===== config.mk =====
export PLATFORM = sky130hd
export DESIGN_NAME = per_bus_arbiter_flat
export DESIGN_NICKNAME = d
export VERILOG_FILES = /design/src/rtl/per_bus_pkg.sv /design/src/rtl/per_bus_if.sv /design/src/rtl/per_bus_rr_pick.sv /design/src/rtl/per_bus_arbiter.sv /design/src/flat_wrapper.sv
export SDC_FILE = /design/constraint.sdc
export NUM_CORES = 1
export LEC_CHECK = 0
export ABC_AREA = 1
export BUFFER_PORTS_ARGS = -buffer_cell sky130_fd_sc_hd__buf_4
export CORE_MARGIN = 4
export CORE_UTILIZATION = 45
export CTS_BUF_LIST = sky130_fd_sc_hd__clkbuf_4 sky130_fd_sc_hd__clkbuf_8
export CTS_CLUSTER_DIAMETER = 40
export DETAILED_ROUTE_END_ITERATION = 10
export PLACE_DENSITY = 0.76
export SYNTH_ARGS = -nofsm -noshare
export SYNTH_HDL_FRONTEND = slang
export SYNTH_SLANG_ARGS = --single-unit

===== constraint.sdc =====
create_clock -name mclk -period 3.2 [get_ports mclk]
set_input_delay 0.64 -clock mclk [delete_from_list [all_inputs] [get_ports mclk]]
set_output_delay 0.64 -clock mclk [all_outputs]
set_load 0.02 [all_outputs]

===== src/rtl/per_bus_pkg.sv =====
// Shared types and constants for the two-master peripheral bus arbiter.
package per_bus_pkg;
  localparam int PER_AW = 8;
  localparam int PER_DW = 16;

  localparam logic M_CPU = 1'b0;
  localparam logic M_DBG = 1'b1;

  typedef enum logic [1:0] {
    IDLE = 2'd0,
    BUS  = 2'd1,
    DONE = 2'd2
  } bus_st_e;

  typedef struct packed {
    logic [PER_AW-1:0] addr;
    logic [PER_DW-1:0] din;
    logic [1:0]        wen;
    logic              lock;
  } per_req_t;
endpackage


===== src/rtl/per_bus_if.sv =====
// Master-side handshakes plus the peripheral bus, seen from the arbiter (slave)
// and from whatever drives the masters and the peripherals (master).
interface per_bus_if;
  import per_bus_pkg::*;

  logic              m0_req,  m1_req;
  logic [PER_AW-1:0] m0_addr, m1_addr;
  logic [PER_DW-1:0] m0_din,  m1_din;
  logic [1:0]        m0_wen,  m1_wen;
  logic              m0_lock, m1_lock;
  logic              m0_ack,  m1_ack;
  logic [PER_DW-1:0] m0_dout, m1_dout;

  logic [PER_AW-1:0] per_addr;
  logic [PER_DW-1:0] per_din;
  logic              per_en;
  logic [1:0]        per_wen;
  logic [PER_DW-1:0] per_dout;

  modport slave (
    input  m0_req, m0_addr, m0_din, m0_wen, m0_lock,
    input  m1_req, m1_addr, m1_din, m1_wen, m1_lock,
    output m0_ack, m0_dout, m1_ack, m1_dout,
    output per_addr, per_din, per_en, per_wen,
    input  per_dout
  );

  modport master (
    output m0_req, m0_addr, m0_din, m0_wen, m0_lock,
    output m1_req, m1_addr, m1_din, m1_wen, m1_lock,
    input  m0_ack, m0_dout, m1_ack, m1_dout,
    input  per_addr, per_din, per_en, per_wen,
    output per_dout
  );
endinterface


===== src/rtl/per_bus_rr_pick.sv =====
// Two-way grant picker: round-robin against last_gnt, or fixed master-0 priority.
module per_bus_rr_pick
  import per_bus_pkg::*;
#(
  parameter bit PRIO_RR = 1'b1
) (
  input  logic [1:0] eligible,
  input  logic       last_gnt,
  output logic       valid,
  output logic       gnt
);

  always_comb begin
    valid = |eligible;
    gnt   = M_CPU;
    if (&eligible) gnt = PRIO_RR ? ~last_gnt : M_CPU;
    else           gnt = eligible[1];
  end

endmodule


===== src/rtl/per_bus_arbiter.sv =====
// Sequences CPU and debug accesses onto the shared peripheral bus: one per_en
// cycle per access, registered read data, one-cycle ack, optional bus lock.
module per_bus_arbiter
  import per_bus_pkg::*;
#(
  parameter bit PRIO_RR = 1'b1
) (
  input  logic      mclk,
  input  logic      puc,
  per_bus_if.slave  bus
);

  bus_st_e                 st_q, st_d;
  logic                    gnt_q;
  per_req_t                cur_q;
  logic [1:0][PER_DW-1:0]  dout_q;
  logic                    last_gnt_q;
  logic                    lock_vld_q, lock_own_q;

  logic [1:0]              req;
  per_req_t [1:0]          mreq;
  logic [1:0]              elig;
  logic                    lk_vld, lk_own;
  logic                    pick_vld, pick_gnt;
  logic                    ld;
  logic                    per_on;

  assign req     = {bus.m1_req, bus.m0_req};
  assign mreq[0] = '{addr: bus.m0_addr, din: bus.m0_din, wen: bus.m0_wen, lock: bus.m0_lock};
  assign mreq[1] = '{addr: bus.m1_addr, din: bus.m1_din, wen: bus.m1_wen, lock: bus.m1_lock};

  // In DONE the lock state that matters is the one this access leaves behind,
  // so an unlocking access hands the bus over without an idle cycle.
  always_comb begin
    lk_vld = lock_vld_q;
    lk_own = lock_own_q;
    elig   = req;
    if (st_q == DONE) begin
      lk_vld      = cur_q.lock;
      lk_own      = gnt_q;
      elig[gnt_q] = 1'b0;
    end
    if (lk_vld) elig = elig & (lk_own ? 2'b10 : 2'b01);
  end

  per_bus_rr_pick #(.PRIO_RR(PRIO_RR)) u_pick (
    .eligible (elig),
    .last_gnt (last_gnt_q),
    .valid    (pick_vld),
    .gnt      (pick_gnt)
  );

  always_comb begin
    st_d = st_q;
    ld   = 1'b0;
    case (st_q)
      IDLE, DONE: begin
        if (pick_vld) begin
          st_d = BUS;
          ld   = 1'b1;
        end else begin
          st_d = IDLE;
        end
      end
      BUS:     st_d = DONE;
      default: st_d = IDLE;
    endcase
  end

  always_ff @(posedge mclk or posedge puc) begin
    if (puc) st_q <= IDLE;
    else     st_q <= st_d;
  end

  always_ff @(posedge mclk or posedge puc) begin
    if (puc) begin
      gnt_q      <= M_CPU;
      cur_q      <= '0;
      dout_q     <= '0;
      last_gnt_q <= M_DBG;
      lock_vld_q <= 1'b0;
      lock_own_q <= M_CPU;
    end else begin
      if (ld) begin
        gnt_q      <= pick_gnt;
        cur_q      <= mreq[pick_gnt];
        last_gnt_q <= pick_gnt;
      end
      if (st_q == BUS && cur_q.wen == 2'b00) dout_q[gnt_q] <= bus.per_dout;
      if (st_q == DONE) begin
        lock_vld_q <= cur_q.lock;
        lock_own_q <= gnt_q;
      end
    end
  end

  // Zero the bus outside BUS so it ORs cleanly with other drivers.
  assign per_on       = (st_q == BUS);
  assign bus.per_en   = per_on;
  assign bus.per_addr = per_on ? cur_q.addr : '0;
  assign bus.per_din  = per_on ? cur_q.din  : '0;
  assign bus.per_wen  = per_on ? cur_q.wen  : '0;

  assign bus.m0_ack  = (st_q == DONE) && (gnt_q == M_CPU);
  assign bus.m1_ack  = (st_q == DONE) && (gnt_q == M_DBG);
  assign bus.m0_dout = dout_q[0];
  assign bus.m1_dout = dout_q[1];

endmodule


===== src/flat_wrapper.sv =====
// flat-port wrapper written by rule: the top's interface ports become plain ports
module per_bus_arbiter_flat import per_bus_pkg::*;
#(
  parameter bit PRIO_RR = 1'b1
)
  (mclk, puc, bus_m0_req, bus_m0_addr, bus_m0_din, bus_m0_wen, bus_m0_lock, bus_m1_req, bus_m1_addr, bus_m1_din, bus_m1_wen, bus_m1_lock, bus_m0_ack, bus_m0_dout, bus_m1_ack, bus_m1_dout, bus_per_addr, bus_per_din, bus_per_en, bus_per_wen, bus_per_dout);
  per_bus_if bus_i ();
  input  logic mclk;
  input  logic puc;
  input wire logic [$bits(bus_i.m0_req)-1:0] bus_m0_req;
  input wire logic [$bits(bus_i.m0_addr)-1:0] bus_m0_addr;
  input wire logic [$bits(bus_i.m0_din)-1:0] bus_m0_din;
  input wire logic [$bits(bus_i.m0_wen)-1:0] bus_m0_wen;
  input wire logic [$bits(bus_i.m0_lock)-1:0] bus_m0_lock;
  input wire logic [$bits(bus_i.m1_req)-1:0] bus_m1_req;
  input wire logic [$bits(bus_i.m1_addr)-1:0] bus_m1_addr;
  input wire logic [$bits(bus_i.m1_din)-1:0] bus_m1_din;
  input wire logic [$bits(bus_i.m1_wen)-1:0] bus_m1_wen;
  input wire logic [$bits(bus_i.m1_lock)-1:0] bus_m1_lock;
  output wire logic [$bits(bus_i.m0_ack)-1:0] bus_m0_ack;
  output wire logic [$bits(bus_i.m0_dout)-1:0] bus_m0_dout;
  output wire logic [$bits(bus_i.m1_ack)-1:0] bus_m1_ack;
  output wire logic [$bits(bus_i.m1_dout)-1:0] bus_m1_dout;
  output wire logic [$bits(bus_i.per_addr)-1:0] bus_per_addr;
  output wire logic [$bits(bus_i.per_din)-1:0] bus_per_din;
  output wire logic [$bits(bus_i.per_en)-1:0] bus_per_en;
  output wire logic [$bits(bus_i.per_wen)-1:0] bus_per_wen;
  input wire logic [$bits(bus_i.per_dout)-1:0] bus_per_dout;
  assign bus_i.m0_req = bus_m0_req;
  assign bus_i.m0_addr = bus_m0_addr;
  assign bus_i.m0_din = bus_m0_din;
  assign bus_i.m0_wen = bus_m0_wen;
  assign bus_i.m0_lock = bus_m0_lock;
  assign bus_i.m1_req = bus_m1_req;
  assign bus_i.m1_addr = bus_m1_addr;
  assign bus_i.m1_din = bus_m1_din;
  assign bus_i.m1_wen = bus_m1_wen;
  assign bus_i.m1_lock = bus_m1_lock;
  assign bus_m0_ack = bus_i.m0_ack;
  assign bus_m0_dout = bus_i.m0_dout;
  assign bus_m1_ack = bus_i.m1_ack;
  assign bus_m1_dout = bus_i.m1_dout;
  assign bus_per_addr = bus_i.per_addr;
  assign bus_per_din = bus_i.per_din;
  assign bus_per_en = bus_i.per_en;
  assign bus_per_wen = bus_i.per_wen;
  assign bus_i.per_dout = bus_per_dout;
  per_bus_arbiter #(.PRIO_RR(PRIO_RR)) u_core (.mclk(mclk), .puc(puc), .bus(bus_i));
endmodule

==> results of run 1 <==
-- metrics by stage --
step / instances / hold slack [ns] / power [mW]
global placement: 663 / 0.456 / 3.76
global route: 679 / 0.402 / 4.79
finish: 679 / 0.376 / 4.40
CTS: 679 / 0.377 / 4.46
floorplan: 446 / 0.443 / 2.95
detailed placement: 663 / 0.456 / 3.83
-- flip-flops by register name, indices dropped and copies added (netlist names) --
register	count
u_core.cur_q	27
u_core.bus.m0_dout	16
u_core.bus.m1_dout	16
u_core.st_q	2
u_core.gnt_q	1
u_core.last_gnt_q	1
u_core.lock_own_q	1
u_core.lock_vld_q	1
-- final timing paths --
path | from | to | depth (start not counted)
min reg2reg | u_core.last_gnt_q$_DFFE_PP1P_ | u_core.last_gnt_q$_DFFE_PP1P_ | 2
max in group asynchronous | puc | u_core.last_gnt_q$_DFFE_PP1P_ | 3
max reg2reg | u_core.st_q[0]$_DFF_PP0_ | u_core.cur_q[26]$_DFFE_PP0P_ | 11
max | u_core.st_q[1]$_DFF_PP0_ | bus_per_din[7] | 4
min | puc | u_core.cur_q[12]$_DFFE_PP0P_ | 3
min in group mclk | u_core.last_gnt_q$_DFFE_PP1P_ | u_core.last_gnt_q$_DFFE_PP1P_ | 2
-- placed cells by master, fill, tap and decap left out --
cell type	Yosys	layout
a21oi_2	1	1
buf_4	5	142
clkbuf_4	0	1
clkbuf_8	0	10
clkinv_1	1	1
clkinv_2	0	3
clkinv_4	0	1
clkinvlp_4	0	1
dfrtp_1	64	64
dfstp_2	1	1
inv_1	104	103
inv_2	2	3
nand2_1	122	122
nand2_2	4	4
nand3_1	62	62
nor2_1	31	31
o21ai_0	33	33
-- tightest hold or removal path, stage by stage --
cell and delay [ns]:
buf_4 0.11, inv_2 0.04, buf_4 0.32
-- cells by family (layout without fill, tap and decap cells) --
logic type,Yosys count,after routing,synth area share (%)
compound gates,34,34,5.38
buf+inv,128,265,16.1
flops,65,65,50.3
simple gates,219,219,28.1
-- layer usage --
metal	vias up	GRT usage, %
met5	-	0
met3	7	6.50
met4	0	8.30
li1	1585	-
met2	109	30.5
met1	1386	24.7
-- power groups by stage --
stage               logic (mW)  clock network, mW  registers (mW)
floorplan                 1.25                  0            1.71
global placement          2.27                  0            1.49
detailed placement        2.34                  0            1.49
CTS                       2.33              0.631            1.50
global route              2.56              0.671            1.55
finish                    2.29              0.610            1.50
-- Yosys cell counts --
cell,instances,area [um2]
clkbuf_1,8,30.0
dfrtp_1,64,1600
dfstp_2,1,26.3
nand2_1,122,458
nand2_2,4,25.0
buf_4,5,37.5
buf_2,6,30.0
nand3_1,62,310
inv_2,2,7.51
inv_1,104,390
buf_6,2,22.5
a21oi_2,1,8.76
clkinv_1,1,3.75
o21ai_0,33,165
nor2_1,31,116
-- area by class of cell --
type	instances	area [um2]	area share [%]
sequential	65	1630	36.4
multi-input combinational	253	1080	24.2
timing repair buffer	142	1070	23.8
inverter	107	402	8.97
clock buffer	11	145	3.24
tap	96	120	2.68
clock inverter	5	31.3	0.699
==> results.toml, run 1 <==
[run_status]
status = "finished clean"

[global_routing]
grt_pass1_wl_um = 13500
antenna_found_initial = 0
grtUsageTotal_pct = 19.5
grt_max_degree = 38
grt_pass1_vias = 2954
grt-ovfl-total = 0

[power]
p_seq_share_pct = 34.0
p_comb_share_pct = 52.1
leakage_nw = 2.72
peakVddDrop_mv = 0.562
cellInternalPower_mw = 2.43
pwr-share-clk_pct = 13.9
swShare_pct = 44.7
power.switching_mw = 1.97
powerDensity_nw_per_um2 = 983

[final_layout]
drive_gt1_share_pct = 28.6
syn2layout_area_growth_pct = 38.4
fillers = 614
diodes = 0
fin_area_um2 = 4480
fin_util_pct = 65.2
fin_nets = 652

[logic_synthesis]
synth_area_per_cell_um2 = 7.25
ys_ff_latch = 65
synth_cell_types = 15
syn_area_um2 = 3230
yosysWarnings = 0
yosysSeqAreaShare_pct = 50.3
syn_inst = 446
synth_nets = 520

[worst_hold_path]
hp-class = "input pin to asynchronous set/reset pin"

[drt]
dr_wl_met2_um = 3670
drcViolationCount = 0
wirelength_um = 8220
top_layer = "met4"
wl_met1_um = 3540
initialDrtViolationCount = 142
dr.pass1.iters = 4
routedWlPerCell_um = 12.1
dr_wl_met3_um = 904
ant_nets = 0
drt-vias-per-instance = 4.55
vias = 3087

[die]
die-area_um2 = 8600
die_y_um = 92.8
core_um2 = 6870
start_util_pct = 47.1
io_pins = 135
die_w_um = 92.8
rows = 30

[place]
place_area_um2 = 4300
pre_cts_ws_ns = 0.727
port_buffers = 134
dp.final_hpwl_um = 5850
globalplace.congestion = 0.878

[clock_tree]
cts_buffer_depth = 2
cts_tree = "yes"
post_cts_buffers = 0
cts_made_buffers = 9
hold_buffers = 0
cts_resized = 0
cts.clk_slew.worst_paths_ns = 0.07
ctsHtreeMaxLevel = 3
cts_sinks = 65
cts-root-buf = "clkbuf_8"
clock_latency_ns = 0.33

[worst_setup_path]
arrival_ns = 2.15
crit_path_cell_trace = "nor2_1, clkinv_1, nor2_1, buf_4"
path_max_fanout = 26
critPathTopFamily = "buffers and inverters"
critPathCaptureType = "output pin"
r2r_setup_slack_ns = 1.35
cp-start-kind = "register"
crit_top_cell = "nor2_1"
cpPeakStageDelay_ns = 0.62
cp.required_ns = 2.56
cp_num_buf_inv = 2
worst-setup-path-type = "register to output pin"
slowest_stage = "clkinv_1"

[timing]
setup_ws_ns = 0.406
worstMarginPinSlew_ns = 0.719
finalSetupViolations = 0
hold_violations = 0
min_period_over_period_pct = 87.3
drv_slew = 0
fmax_mhz = 358
tns_ns = 0
rsz0062_at_grt = "false"
relSlewSlack_pct = 51.8
fin_skew_ns = 0.00950
fin_crit_ns = 2.79

[job]
drv_cap = 0
Power figures use the tool's default switching activity.
==> run 2: changes to the inputs <==
==> constraint.sdc (replaced) <==
create_clock -name mclk -period 2.85 [get_ports mclk]
set_input_delay 0.57 -clock mclk [delete_from_list [all_inputs] [get_ports mclk]]
set_output_delay 0.57 -clock mclk [all_outputs]
set_load 0.02 [all_outputs]
==> run 2 against run 1 <==
Net effect:
- global-route usage is 0.18 points lower
- critical endpoint is now bus_per_addr[4]
- largest cell class unchanged
- clock skew fell by 0.0038 ns
- via count grew 2.1%
- highest routed layer unchanged
- largest power group unchanged
==> results.toml, run 2 (synthesis results as in run 1) <==
[place]
globalplace.congestion = 0.888
dp.final_hpwl_um = 5820
port_buffers = 134
pre_cts_ws_ns = 0.983
place_area_um2 = 4310

[global_routing]
grt_max_degree = 66
grt_pass1_vias = 2963
antenna_found_initial = 0
grt-ovfl-total = 0
grtUsageTotal_pct = 19.3
grt_pass1_wl_um = 13400

[drt]
dr.pass1.iters = 4
drcViolationCount = 0
initialDrtViolationCount = 118
routedWlPerCell_um = 12.1
ant_nets = 0
wirelength_um = 8180
drt-vias-per-instance = 4.64
vias = 3152

[worst_setup_path]
cp.required_ns = 2.28
startpoint = "u_core.st_q[1]$_DFF_PP0_"
critPathCaptureType = "output pin"
arrival_ns = 1.66
cp-start-kind = "register"
crit_path_cell_trace = "nor2_1, clkinv_1, buf_4, nor2_1, buf_4"
critPathTopFamily = "buffers and inverters"
slowest_stage = "dfrtp_1"
r2r_end = "u_core.cur_q[3]$_DFFE_PP0P_"
worst-setup-path-type = "register to output pin"
r2r_cells = 10
cpPeakStageDelay_ns = 0.45
cp_num_buf_inv = 3
rr_startpoint = "u_core.st_q[0]$_DFF_PP0_"
path_max_fanout = 26
r2r_setup_slack_ns = 1.00

[clock_tree]
hold_buffers = 0
post_cts_buffers = 0
ctsHtreeMaxLevel = 3
cts-root-buf = "clkbuf_8"
cts_resized = 0
clock_latency_ns = 0.33
cts_sinks = 65
cts_tree = "yes"
cts.clk_slew.worst_paths_ns = 0.07
cts_buffer_depth = 2
cts_made_buffers = 9

[die]
die-area_um2 = 8600
start_util_pct = 47.1
die_w_um = 92.8
io_pins = 135
rows = 30
core_um2 = 6870
die_y_um = 92.8

[final_layout]
diodes = 0
fin_area_um2 = 4540
syn2layout_area_growth_pct = 40.4
largest_register_ffs = 27
final_cell_mix = "buf_4 (141), nand2_1 (122), inv_1 (103), dfrtp_1 (64), nand3_1 (62)"
drive_gt1_share_pct = 28.6
top_register = "u_core.cur_q"
fin_nets = 652
fillers = 615
final_common_cell = "buf_4"

[timing]
fmax_mhz = 448
min_period_over_period_pct = 78.3
tns_ns = 0
fin_crit_ns = 2.23
fin_skew_ns = 0.00565
drv_slew = 0
whs_ns = 0.313
rsz0062_at_grt = "false"
worstMarginPinSlew_ns = 0.523
finalSetupViolations = 0
relSlewSlack_pct = 65.0
hold_violations = 0
setup_ws_ns = 0.620

[power]
peakVddDrop_mv = 0.696
leakage_nw = 2.74
powerDensity_nw_per_um2 = 1130
report.power.total_mw = 5.13

[worst_hold_path]
hp-class = "input pin to asynchronous set/reset pin"

[job]
drv_cap = 0

[run_status]
status = "finished clean"
==> run 2: cell types whose count changed in the layout (fill, tap and decap cells not counted) <==
cell,change
clkinv_2,-3
clkinvlp_4,+2
buf_12,+1
buf_4,-1
clkbuf_4,-1
bufinv_16,+2
==> run 2: per-stage QoR <==
stage / std cells / utilization [%]
global route: 679 / 66.1
CTS: 679 / 66.1
detailed placement: 663 / 62.8
floorplan: 446 / -
finish: 679 / 66.1
global placement: 663 / 62.8
==> run 2: final cells by class <==
cell class / instances / area (um2) / share of cell area, %
clock buffers: 10 / 138 / 3.03
clock inverters: 6 / 91.3 / 2.01
repair buffers: 142 / 1080 / 23.8
multi-input cells: 253 / 1080 / 23.9
well taps: 96 / 120 / 2.65
inverters: 107 / 402 / 8.85
flip-flops and latches: 65 / 1630 / 35.9
==> run 2: worst max path at each step <==
stage / to / slack, ns / cells past startpoint
floorplan: bus_per_addr[0] / 0.62 / 4
global placement: u_core.cur_q[12]$_DFFE_PP0P_ / 1.02 / 9
detailed placement: u_core.cur_q[3]$_DFFE_PP0P_ / 0.98 / 9
CTS: bus_per_addr[4] / 0.61 / 5
global route: bus_per_addr[4] / 0.44 / 5
finish: bus_per_addr[4] / 0.62 / 5
==> run 2: worst reg2reg max path, delay by kind of cell (launching register included) <==
kind | cells | cell delay, ns
simple gates | 5 | 0.60
compound gates | 1 | 0.08
flops | 1 | 0.40
buf+inv | 4 | 0.72
==> run 2: where the power goes <==
part           internal, mW  switching (mW)
registers              1.40           0.275
logic                 0.991            1.59
clock network         0.517           0.354
==> run 2: routing by layer <==
| metal | up-vias | global-route usage (%) | share of wire [%] |
|---|---|---|---|
| li1 | 1582 | - | - |
| met1 | 1431 | 23.9 | 43 |
| met2 | 127 | 30.8 | 45 |
| met3 | 12 | 7.80 | 11 |
| met4 | 0 | 6.23 | 1.3 |
| met5 | - | 0 | 0 |
==> run 3: changes to the inputs <==
--- a/config.mk
+++ b/config.mk
@@ -5,14 +5,14 @@
 export SDC_FILE = /design/constraint.sdc
 export NUM_CORES = 1
 export LEC_CHECK = 0
-export ABC_AREA = 1
+export ABC_AREA = 0
 export BUFFER_PORTS_ARGS = -buffer_cell sky130_fd_sc_hd__buf_4
 export CORE_MARGIN = 4
-export CORE_UTILIZATION = 45
+export CORE_UTILIZATION = 44
 export CTS_BUF_LIST = sky130_fd_sc_hd__clkbuf_4 sky130_fd_sc_hd__clkbuf_8
 export CTS_CLUSTER_DIAMETER = 40
 export DETAILED_ROUTE_END_ITERATION = 10
-export PLACE_DENSITY = 0.76
+export PLACE_DENSITY = 0.79
 export SYNTH_ARGS = -nofsm -noshare
 export SYNTH_HDL_FRONTEND = slang
 export SYNTH_SLANG_ARGS = --single-unit
==> constraint.sdc (replaced) <==
create_clock -name mclk -period 1.99 [get_ports mclk]
set_input_delay 0.398 -clock mclk [delete_from_list [all_inputs] [get_ports mclk]]
set_output_delay 0.398 -clock mclk [all_outputs]
set_load 0.02 [all_outputs]
==> run 3 against run 2 <==
Net effect:
- via count is 29% lower
- first-iteration DRC count is 58% lower
- final cell count shrank 32%
- critical path depth is 1 lower
- routed wire length is 15% lower
- sequential power grew 40%
- die area decreased by 6.8%
- combinational power rose by 43%
- clock skew about the same
- core utilization rose by 0.39 points
- highest routed layer unchanged
==> results.toml, run 3 <==
[drt]
drcViolationCount = 0
drt-vias-per-instance = 4.86
initialDrtViolationCount = 49
vias = 2244
wirelength_um = 6950
ant_nets = 0
routedWlPerCell_um = 15.0
dr.pass1.iters = 4

[final_layout]
final_cell_mix = "buf_4 (135), dfrtp_1 (63), nor2_1 (31), a21oi_1 (28), mux2i_1 (27)"
syn2layout_area_growth_pct = 45.1
fin_nets = 454
diodes = 0
largest_register_ffs = 27
top_register = "u_core.cur_q"
drive_gt1_share_pct = 48.6
final_common_cell = "buf_4"

[global_routing]
grt_use_met1_pct = 21.4
grt-ovfl-total = 0
grt_use_met2_pct = 29.9
grt_pass1_wl_um = 10800
globalRouteMet3Util_pct = 5.25
grtUsageTotal_pct = 17.7
antenna_found_initial = 0
grt-busiest-layer = "met2"
grt_max_degree = 66
grt_pass1_vias = 2295

[clock_tree]
cts_made_buffers = 9
cts_sinks = 65
cts.clk_slew.worst_paths_ns = 0.07
hold_buffers = 0
cts_buffer_depth = 2
ctsHtreeMaxLevel = 3
cts-root-buf = "clkbuf_8"
post_cts_buffers = 0
cts_tree = "yes"
clock_latency_ns = 0.33

[die]
start_util_pct = 45.8
io_pins = 135
rows = 29
die_w_um = 89.6
die_y_um = 89.6
core_um2 = 6390
die-area_um2 = 8020

[logic_synthesis]
synth_area_leaders = "dfrtp_1 (55%), mux2i_1 (9.2%), mux2_2 (8.8%), and2_1 (5.6%), a21oi_1 (4.8%)"
synth_ff_type = "dfrtp_1"
synth_cell_types = 26
synth-simple-area-share_pct = 12.3
yosys.cell_count.top_type = "dfrtp_1"
synth_commonest_cells = "dfrtp_1 (64), nor2_1 (31), a21oi_1 (28), mux2i_1 (27), and2_1 (26)"
synth_area_per_cell_um2 = 11.9
yosys.area.top_type = "dfrtp_1"
syn_area_um2 = 2930
yosys.area.top_type_share_pct = 54.7
ys_async_sr_fraction_pct = 100
synth_mux_area_share_pct = 22.4
ys_ff_latch = 65
synth_xor_area_share_pct = 0
synth_top_family_by_area = "multiplexers"
synth-edff-count = 0
yosysWarnings = 0
syn_inst = 245
yosysSeqAreaShare_pct = 55.6
synth_compound_area_share_pct = 6.20
synthAdderAreaFrac_pct = 0
synth_nets = 319

[timing]
relSlewSlack_pct = 68.8
worstMarginPinSlew_ns = 0.468
finalSetupViolations = 0
hold_violations = 0
fmax_mhz = 538
fin_skew_ns = 0.00529
fin_crit_ns = 1.86
min_period_over_period_pct = 93.4
rsz0062_at_grt = "false"
drv_slew = 0
tns_ns = 0

[worst_setup_path]
arrival_ns = 1.46
worst-setup-path-type = "register to output pin"
critPathCaptureType = "output pin"
crit_path_cell_trace = "nor2b_4, buf_8, and2_1, buf_4"
path_max_fanout = 27
cp_num_buf_inv = 2
cp-start-kind = "register"
cpPeakStageDelay_ns = 0.47
slowest_stage = "dfrtp_1"
cp.required_ns = 1.59
r2r_cells = 6
worst-path-stages = 4
critPathTopFamily = "flip-flops"

[place]
dp.final_hpwl_um = 5040
globalplace.congestion = 0.767
port_buffers = 134

[power]
report.power.total_mw = 7.03
powerDensity_nw_per_um2 = 1660
leakage_nw = 2.16
peakVddDrop_mv = 1.05

[job]
drv_cap = 0

[worst_hold_path]
hp-class = "input pin to asynchronous set/reset pin"

[run_status]
status = "finished clean"
## run 3: cell count changes in the layout (fill, tap and decap cells not counted), sizes merged, moves of 27 or more
cell,before,now
a21oi,1,28
inv,106,2
mux2,0,34
mux2i,0,27
nand2,126,2
nand3,62,1
o21ai,33,0
## run 3: final timing paths
kind | slack [ns] | endpoint | start
worst max-delay path | 0.13 | bus_per_din[8] | u_core.st_q[1]$_DFF_PP0_
worst min-delay path | 0.16 | u_core.bus.m0_dout[13]$_DFFE_PP0P_ | puc
worst max register to register | 0.15 | u_core.cur_q[18]$_DFFE_PP0P_ | u_core.st_q[1]$_DFF_PP0_
worst min register to register | 0.47 | u_core.last_gnt_q$_DFFE_PP1P_ | u_core.last_gnt_q$_DFFE_PP1P_
max in group asynchronous | 1.52 | u_core.last_gnt_q$_DFFE_PP1P_ | puc
min in group mclk | 0.28 | u_core.bus.m1_dout[10]$_DFFE_PP0P_ | bus_per_dout[10]
## run 3: what timing repair did
action,in CTS,in global routing
pin swaps,0,0
gates resized for setup,2,2
setup endpoints to repair,26,26
## run 3: metrics by stage
step	cells	hold WS (ns)	setup slack, ns	instance area (um2)	util, %
2_1_floorplan	245	0.445	0.237	2930	-
3_3_place_gp	446	0.459	0.238	4050	63.4
3_5_place_dp	446	0.460	0.190	4050	63.4
4_1_cts	462	0.150	0.00901	4240	66.4
5_1_grt	462	0.172	0.0402	4250	66.5
6_report	462	0.158	0.131	4250	66.5
## run 3: tightest hold or removal path: stages
cell and delay (ns):
buf_4 0.12, clkinvlp_4 0.07, buf_12 0.30
## run 3: area by class of cell
| class | count | area, um2 |
|---|---|---|
| Timing Repair Buffer | 139 | 1090 |
| Clock buffer | 13 | 166 |
| Inverter | 3 | 15.0 |
| Clock inverter | 3 | 17.5 |
| Tap cell | 77 | 96.3 |
| Sequential cell | 65 | 1630 |
| Fill cell | 523 | 2140 |
| Multi-Input combinational cell | 162 | 1230 |
## run 3: power by group
| part | switching, mW | internal (mW) | total (mW) |
|---|---|---|---|
| registers | 0.355 | 1.99 | 2.35 |
| clock network | 0.466 | 0.544 | 1.01 |
| logic | 1.94 | 1.73 | 3.68 |
## run 3: logic make-up (layout without fill, tap and decap cells)
kind of cell,after synthesis,count (layout)
buffers and inverters,18,158
AO/OA/AOI/OAI,33,33
flip-flops,65,65
multiplexers,61,61
AND/OR/NAND/NOR,68,68
## run 3: routing by layer
layer	wire (um)	up-vias
met5	0	-
li1	-	1113
met1	2750	1055
met3	469	6
met2	3680	70
met4	50	0
